**config.mk**
```make
export PLATFORM = sky130hd
export DESIGN_NAME = spin_cmd_spi_rx_flat
export DESIGN_NICKNAME = d
export VERILOG_FILES = /design/src/rtl/spin_cmd_spi_rx_if.sv /design/src/rtl/spin_cmd_spi_rx.sv /design/src/flat_wrapper.sv
export SDC_FILE = /design/constraint.sdc
export NUM_CORES = 1
export LEC_CHECK = 0
export ABC_AREA = 1
export ABC_CLOCK_PERIOD_IN_PS = 1300
export CELL_PAD_IN_SITES_DETAIL_PLACEMENT = 2
export CELL_PAD_IN_SITES_GLOBAL_PLACEMENT = 2
export CORE_ASPECT_RATIO = 1.1
export CORE_MARGIN = 2
export CORE_UTILIZATION = 29
export CTS_CLUSTER_DIAMETER = 80
export DETAILED_ROUTE_END_ITERATION = 10
export PLACE_DENSITY_LB_ADDON = 0.2
export SLEW_MARGIN = 10
export SYNTH_ARGS = -nofsm -noshare
export SYNTH_HDL_FRONTEND = slang
export SYNTH_SLANG_ARGS = --single-unit
```
**constraint.sdc**
```tcl
create_clock -name clk -period 1.3 [get_ports clk]
set_input_delay 0.195 -clock clk [delete_from_list [all_inputs] [get_ports clk]]
set_output_delay 0.195 -clock clk [all_outputs]
set_load 0.005 [all_outputs]
```
**src/rtl/spin_cmd_spi_rx_if.sv**
```systemverilog
// spin_cmd_spi_rx_if: SPI link plus memory-controller handshake for the spin command receiver.
interface spin_cmd_spi_rx_if #(parameter int ERR_CNT_W = 5);
   logic                 sck, cs_n, mosi, miso, done, start_spin, busy;
   logic [2:0]           final1_sprite, final2_sprite, final3_sprite;
   logic [ERR_CNT_W-1:0] err_count;
   modport master (
      output sck, cs_n, mosi, done,
      input  miso, start_spin, busy, final1_sprite, final2_sprite, final3_sprite, err_count
   );
   modport slave (
      input  sck, cs_n, mosi, done,
      output miso, start_spin, busy, final1_sprite, final2_sprite, final3_sprite, err_count
   );
endinterface

```
**src/rtl/spin_cmd_spi_rx.sv**
```systemverilog
// spin_cmd_spi_rx: SPI mode-0 spin command receiver feeding the reel memory controller.
// Define SPIN_CMD_CHECKSUM_EN to reject spin frames whose checksum field mismatches.
module spin_cmd_spi_rx #(
   parameter int         SYNC_STAGES = 2,
   parameter logic [3:0] OP_SPIN     = 4'hA,
   parameter logic [3:0] OP_NOP      = 4'h0,
   parameter logic [2:0] MAX_SPRITE  = 3'd6,
   parameter int         ERR_CNT_W   = 5
) (
   input logic              clk,
   input logic              reset,
   spin_cmd_spi_rx_if.slave bus
);
`ifdef SPIN_CMD_CHECKSUM_EN
   localparam bit CK_EN = 1'b1;
`else
   localparam bit CK_EN = 1'b0;
`endif
   typedef enum logic [1:0] {IDLE, SHIFT, CHECK, ISSUE} state_t;
   state_t                 state, nxt;
   logic [SYNC_STAGES-1:0] sck_s, cs_s, mosi_s;
   logic                   sck_d, cs_d, sck_q, cs_q, mosi_q;
   logic                   sck_rise, sck_fall, cs_rise, cs_fall;
   logic [15:0]            sr;
   logic [4:0]             cnt;
   logic [7:0]             tx;
   logic [1:0]             last_err, err;
   logic [2:0]             r1, r2, r3;
   logic                   is_spin, is_nop, fmt_bad, accept;
   assign sck_q    = sck_s[SYNC_STAGES-1];
   assign cs_q     = cs_s[SYNC_STAGES-1];
   assign mosi_q   = mosi_s[SYNC_STAGES-1];
   assign sck_rise = sck_q & ~sck_d;
   assign sck_fall = ~sck_q & sck_d;
   assign cs_rise  = cs_q & ~cs_d;
   assign cs_fall  = ~cs_q & cs_d;
   // Chains reset low, so a cs_n fall is only seen once cs_n has been observed high after reset.
   always_ff @(posedge clk)
      if (reset) {sck_s, cs_s, mosi_s, sck_d, cs_d} <= '0;
      else begin
         sck_s  <= {sck_s[SYNC_STAGES-2:0], bus.sck};
         cs_s   <= {cs_s[SYNC_STAGES-2:0], bus.cs_n};
         mosi_s <= {mosi_s[SYNC_STAGES-2:0], bus.mosi};
         sck_d  <= sck_q;
         cs_d   <= cs_q;
      end
   always_ff @(posedge clk)
      state <= reset ? IDLE : nxt;
   always_comb
      case (state)
         IDLE:    nxt = cs_fall ? SHIFT : IDLE;
         SHIFT:   nxt = cs_rise ? CHECK : SHIFT;
         CHECK:   nxt = accept ? ISSUE : IDLE;
         default: nxt = IDLE;
      endcase
   always_comb begin
      bus.start_spin = (state == ISSUE);
      bus.miso       = tx[7] & ~cs_q;
   end
   // A done pulse coinciding with CHECK counts as already applied to busy.
   always_comb begin
      r1      = sr[11:9];
      r2      = sr[8:6];
      r3      = sr[5:3];
      is_spin = (sr[15:12] == OP_SPIN);
      is_nop  = (sr[15:12] == OP_NOP);
      fmt_bad = (!is_spin && !is_nop) || r1 > MAX_SPRITE || r2 > MAX_SPRITE || r3 > MAX_SPRITE ||
                (CK_EN && is_spin && sr[2:0] != (r1 ^ r2 ^ r3));
      err     = (cnt != 5'd16) ? 2'd1 : fmt_bad ? 2'd2 : (is_spin && bus.busy && !bus.done) ? 2'd3 : 2'd0;
      accept  = is_spin && err == 2'd0;
   end
   always_ff @(posedge clk)
      if (reset) begin
         sr                <= '0;
         cnt               <= '0;
         tx                <= '0;
         last_err          <= '0;
         bus.busy          <= 1'b0;
         bus.err_count     <= '0;
         bus.final1_sprite <= '0;
         bus.final2_sprite <= '0;
         bus.final3_sprite <= '0;
      end else begin
         if (state == IDLE && cs_fall) cnt <= '0;
         if (state == SHIFT && sck_rise) begin
            sr  <= {sr[14:0], mosi_q};
            cnt <= (cnt == 5'd17) ? cnt : cnt + 5'd1;
         end
         tx       <= cs_fall ? {bus.busy, last_err, 5'(bus.err_count)} : sck_fall ? {tx[6:0], 1'b0} : tx;
         bus.busy <= (state == CHECK && accept) || (bus.busy && !bus.done);
         if (state == CHECK) begin
            last_err <= err;
            if (err != 2'd0 && !(&bus.err_count)) bus.err_count <= bus.err_count + ERR_CNT_W'(1);
            if (accept) {bus.final1_sprite, bus.final2_sprite, bus.final3_sprite} <= sr[11:3];
         end
      end
endmodule

```
**src/flat_wrapper.sv**
```systemverilog
// flat-port wrapper written by rule: the top's interface ports become plain ports
module spin_cmd_spi_rx_flat 
#(
   parameter int         SYNC_STAGES = 2,
   parameter logic [3:0] OP_SPIN     = 4'hA,
   parameter logic [3:0] OP_NOP      = 4'h0,
   parameter logic [2:0] MAX_SPRITE  = 3'd6,
   parameter int         ERR_CNT_W   = 5
)
  (clk, reset, bus_sck, bus_cs_n, bus_mosi, bus_done, bus_miso, bus_start_spin, bus_busy, bus_final1_sprite, bus_final2_sprite, bus_final3_sprite, bus_err_count);
  spin_cmd_spi_rx_if #(.ERR_CNT_W(ERR_CNT_W)) bus_i ();
  input logic clk;
  input logic reset;
  input wire logic [$bits(bus_i.sck)-1:0] bus_sck;
  input wire logic [$bits(bus_i.cs_n)-1:0] bus_cs_n;
  input wire logic [$bits(bus_i.mosi)-1:0] bus_mosi;
  input wire logic [$bits(bus_i.done)-1:0] bus_done;
  output wire logic [$bits(bus_i.miso)-1:0] bus_miso;
  output wire logic [$bits(bus_i.start_spin)-1:0] bus_start_spin;
  output wire logic [$bits(bus_i.busy)-1:0] bus_busy;
  output wire logic [$bits(bus_i.final1_sprite)-1:0] bus_final1_sprite;
  output wire logic [$bits(bus_i.final2_sprite)-1:0] bus_final2_sprite;
  output wire logic [$bits(bus_i.final3_sprite)-1:0] bus_final3_sprite;
  output wire logic [$bits(bus_i.err_count)-1:0] bus_err_count;
  assign bus_i.sck = bus_sck;
  assign bus_i.cs_n = bus_cs_n;
  assign bus_i.mosi = bus_mosi;
  assign bus_i.done = bus_done;
  assign bus_miso = bus_i.miso;
  assign bus_start_spin = bus_i.start_spin;
  assign bus_busy = bus_i.busy;
  assign bus_final1_sprite = bus_i.final1_sprite;
  assign bus_final2_sprite = bus_i.final2_sprite;
  assign bus_final3_sprite = bus_i.final3_sprite;
  assign bus_err_count = bus_i.err_count;
  spin_cmd_spi_rx #(.SYNC_STAGES(SYNC_STAGES), .OP_SPIN(OP_SPIN), .OP_NOP(OP_NOP), .MAX_SPRITE(MAX_SPRITE), .ERR_CNT_W(ERR_CNT_W)) u_core (.clk(clk), .reset(reset), .bus(bus_i));
endmodule
```
==> impl_summary.log <==
[metrics] starting utilization of the core area: 29.9%
[metrics] Total Wirelength: 9440 um
[metrics] top fanout value on the critical path: 3
[metrics] clock slew at the register clock pins of the worst setup and hold paths: 0.10 ns
[metrics] die height: 99.0 um
[metrics] PD cells: 807 nW/um^2
[metrics] multi-input logic area: 1270 sq um
[metrics] CP Capture Point: u_core.bus.err_count[4]
[metrics] GR Util All Layers: 20.8%
[metrics] diode insertion count for antenna repair: 0
[metrics] CP top delay family: simple AND/OR/NAND/NOR gates
[metrics] Hold/Removal Path Class: input pin to register
[metrics] cell area after synthesis: 2380 sq um
[metrics] Setup violations, final: 39
[metrics] Clock Root Buffer: sky130_fd_sc_hd__clkbuf_8
[metrics] final hold viol count: 0
[metrics] R2R Path Start: u_core.sr[14]
[metrics] setup repair after global routing missed its margin: true
[metrics] worst-path cell chain: nor2_4 > buf_4 > nand2_1 > nand2_1 > nand4_1 > buf_4 > nand3b_1 > nand2_1 > nor2_1
[metrics] Synth Warn #: 0
[metrics] flops & latches, synth: 56
[metrics] number of pins with negative max-slew slack in the final report: 0
[metrics] highest-count cells in the layout ignoring fill and taps: sky130_fd_sc_hd__buf_4 (59), sky130_fd_sc_hd__nor2_1 (46), sky130_fd_sc_hd__nand2_1 (40), sky130_fd_sc_hd__dfxtp_1 (34), sky130_fd_sc_hd__inv_1 (28)
[metrics] Via-to-Cell Ratio: 4.69
[metrics] Port Buf Inserts: 22
[metrics] logic depth of the worst register-to-register path: 9
[metrics] relative max-transition margin: 79.1%
[metrics] final estimated routing congestion in global placement: 0.737
[metrics] number of nets in the layout: 426
[metrics] CP dominant cell by count: sky130_fd_sc_hd__nand2_1
[metrics] number of placement rows: 34
[metrics] global-route wire length before repair: 14400 um
[metrics] fillcell total: 915
[metrics] largest vdd supply drop: 431 uV
[metrics] buffers and inverters on the worst path: 2
[metrics] flip-flop and latch area: 1150 sq um
[metrics] total grt overflow: 0
[metrics] failing checks: negative setup slack
[metrics] standard cell with the maximum stage delay on the critical path: sky130_fd_sc_hd__dfxtp_1
[metrics] post-route minimum period: 1.55 ns
[metrics] Worst path depth: 9
[metrics] maximum number of pins on one net before global-route repair: 34
[metrics] Netlist cell types: 31
[metrics] Cells after Synth: 320
[metrics] top achievable clock speed: 646 MHz
[metrics] ratio of cells with drive above 1 in the final layout: 44.2%
[metrics] buffers from clock root to sink, at most: 2
[metrics] initial detailed-routing violation count: 43
[metrics] initial antenna violation count: 0
[metrics] CP Data Required Time: 1.55 ns
[metrics] MaxCap Viol Count: 0
[metrics] setup TNS: -5.82 ns
[metrics] status: finished with violations
[metrics] share of the core filled with cells in the final layout: 46.7%
[metrics] routed vias: 2459
[metrics] Setup WS post-layout: -0.247 ns
[metrics] count of nets left with antenna violations after detail routing: 0
[metrics] final worst clock skew: 0.0105 ns
[metrics] worst-case register-to-register setup slack: -0.25 ns
[metrics] worst r2r dst: u_core.bus.err_count[4]
[metrics] Leak: 1.61 nW
[metrics] part of the cycle the worst path needs: 119%
[metrics] Crit path arrival time: 1.80 ns
[metrics] launching element of the worst setup path: u_core.sr[14]
[metrics] wire length per cell: 18.0 um
[metrics] number of sinks on the clock net: 56
[metrics] synthesized net count: 331
[metrics] element type at the critical path end: register
[metrics] number of remaining DRC errors: 0
[metrics] die outline area: 8950 sq um
[metrics] TritonCTS clock tree: built
[metrics] top-level I/O count: 23
[metrics] Least-Margin Pin Slew: 0.312 ns
[metrics] HPWL after DPL: 4770 um
[metrics] via count of the first global-routing pass: 2788
[metrics] Avg Synthesized Cell Area: 7.44 sq um
[metrics] Area growth syn-to-layout: 56.2%
[metrics] horizontal die dimension: 90.4 um
[metrics] most common cell after layout, fill and taps aside: sky130_fd_sc_hd__buf_4
[metrics] DRT Pass-1 Iters: 4
[metrics] sequential share of the synthesized area: 47.1%
[metrics] CTS HTree Levels: 2
[metrics] startpoint kind of the worst setup timing path: register
[metrics] CTS buffer count: 5
[metrics] Worst-Skew Late Latency: 0.32 ns
[metrics] critical path class: register to register
[metrics] stage delay of the slowest cell on the critical path: 0.36 ns
[metrics] Std-Cell Core Area: 7960 sq um
cell families (layout without fill, tap and decap cells):
family                   after synthesis  count (layout)  share of synthesized area [%]
AO/OA/AOI/OAI                         58              58                           13.1
XOR/XNOR                               4               4                           1.47
adder cells (fa/ha/maj)                5               5                           2.63
buffers and inverters                 52             147                           9.67
flip-flops                            56              56                           47.1
AND/OR/NAND/NOR                      145             146                           26.1
metal layers:
layer	GRT usage (%)	wire [um]	part of all wire, %
met3	3.13	145	1.5
met1	23.5	3930	42
met4	5.68	100	1.1
met5	0	0	0
met2	40.4	5260	56
worst reg2reg max path: cells and delay by family, from the launching register on:
| family | cells | cell delay [ns] |
|---|---|---|
| buffers and inverters | 2 | 0.36 |
| DFF | 1 | 0.36 |
| and+or+nand+nor | 7 | 0.77 |
layout make-up:
| class | instances | area share [%] |
|---|---|---|
| tap | 108 | 3.63 |
| clock buffer | 6 | 2.22 |
| inverter | 42 | 4.64 |
| multi-input combinational | 213 | 34.2 |
| sequential | 56 | 30.9 |
| timing repair buffer | 97 | 24.1 |
| clock inverter | 2 | 0.269 |
metrics by stage:
step                      hold WS, ns  instances  setup WS [ns]  instance area [sq um]  total power, mW
final                           0.396        524         -0.247                   3720             3.00
after global routing            0.399        524         -0.348                   3720             3.13
after CTS                       0.381        519         -0.204                   3540             3.00
after detailed placement        0.402        492         -0.516                   3090             1.96
after global placement          0.389        492         -0.352                   3090             1.95
after floorplan                 0.264        320        0.00368                   2390             1.87
registers in the layout (all words and copies together) (netlist names):
register,cells
u_core.bus.final2_sprite,3
u_core.state,2
u_core.sck_d,1
u_core.tx,8
u_core.sck_s,2
u_core.last_err,2
u_core.bus.busy,1
u_core.cs_s,2
u_core.bus.final3_sprite,3
u_core.cs_d,1
u_core.bus.final1_sprite,3
u_core.mosi_s,2
u_core.bus.err_count,5
u_core.cnt,5
u_core.sr,16
power by group:
group	total [mW]	switching [mW]	internal, mW	leakage (nW)
combinational	0.214	0.120	0.0944	1.09
clock	1.03	0.604	0.428	0.0510
sequential	1.75	0.0146	1.74	0.464
total	3.00	0.739	2.26	1.61
how the worst min path moves through the flow:
stage | from | end | slack (ns) | depth (start not counted)
after global routing | bus_cs_n | u_core.cs_s[0] | 0.40 | 3
after floorplan | reset | u_core.tx[5] | 0.26 | 1
final | bus_sck | u_core.sck_s[0] | 0.40 | 3
after global placement | u_core.sck_s[0] | u_core.sck_s[1] | 0.39 | 2
after detailed placement | u_core.cs_s[0] | u_core.cs_s[1] | 0.40 | 2
after CTS | bus_cs_n | u_core.cs_s[0] | 0.38 | 3
Yosys cell counts:
cell type / instances / area [sq um]
sky130_fd_sc_hd__nor3_1: 1 / 5.00
sky130_fd_sc_hd__a31oi_1: 3 / 18.8
sky130_fd_sc_hd__nand4_1: 3 / 18.8
sky130_fd_sc_hd__buf_1: 1 / 3.75
sky130_fd_sc_hd__dfxtp_1: 56 / 1120
sky130_fd_sc_hd__nor2_4: 3 / 33.8
sky130_fd_sc_hd__nand2_1: 56 / 210
sky130_fd_sc_hd__buf_2: 1 / 5.00
sky130_fd_sc_hd__nor3_2: 1 / 10.0
sky130_fd_sc_hd__ha_1: 5 / 62.6
sky130_fd_sc_hd__a21oi_1: 24 / 120
sky130_fd_sc_hd__dlymetal6s2s_1: 1 / 12.5
sky130_fd_sc_hd__a221oi_1: 1 / 8.76
sky130_fd_sc_hd__o21ai_1: 1 / 5.00
sky130_fd_sc_hd__or2_2: 1 / 6.26
sky130_fd_sc_hd__nand3b_1: 2 / 15.0
sky130_fd_sc_hd__o21ai_0: 25 / 125
sky130_fd_sc_hd__inv_4: 1 / 6.26
sky130_fd_sc_hd__xor2_1: 4 / 35.0
sky130_fd_sc_hd__clkbuf_1: 3 / 11.3
sky130_fd_sc_hd__inv_1: 37 / 139
sky130_fd_sc_hd__buf_4: 2 / 15.0
sky130_fd_sc_hd__nand3_1: 15 / 75.1
sky130_fd_sc_hd__o221ai_1: 1 / 8.76
sky130_fd_sc_hd__nand2_2: 2 / 12.5
sky130_fd_sc_hd__a21oi_2: 2 / 17.5
sky130_fd_sc_hd__buf_6: 2 / 22.5
sky130_fd_sc_hd__inv_2: 4 / 15.0
sky130_fd_sc_hd__o211ai_1: 1 / 7.51
sky130_fd_sc_hd__nor2_1: 59 / 221
sky130_fd_sc_hd__nor2_2: 2 / 12.5
timing repair:
| action | CTS | global route |
|---|---|---|
| pin swaps | 17 | 14 |
| setup buffers | 15 | 6 |
| resized for setup | 87 | 44 |
| hold buffers | 0 | 0 |
| cloned | 4 | 0 |
| endpoints found under the setup margin | 54 | 50 |
Power figures use the tool's default switching activity.
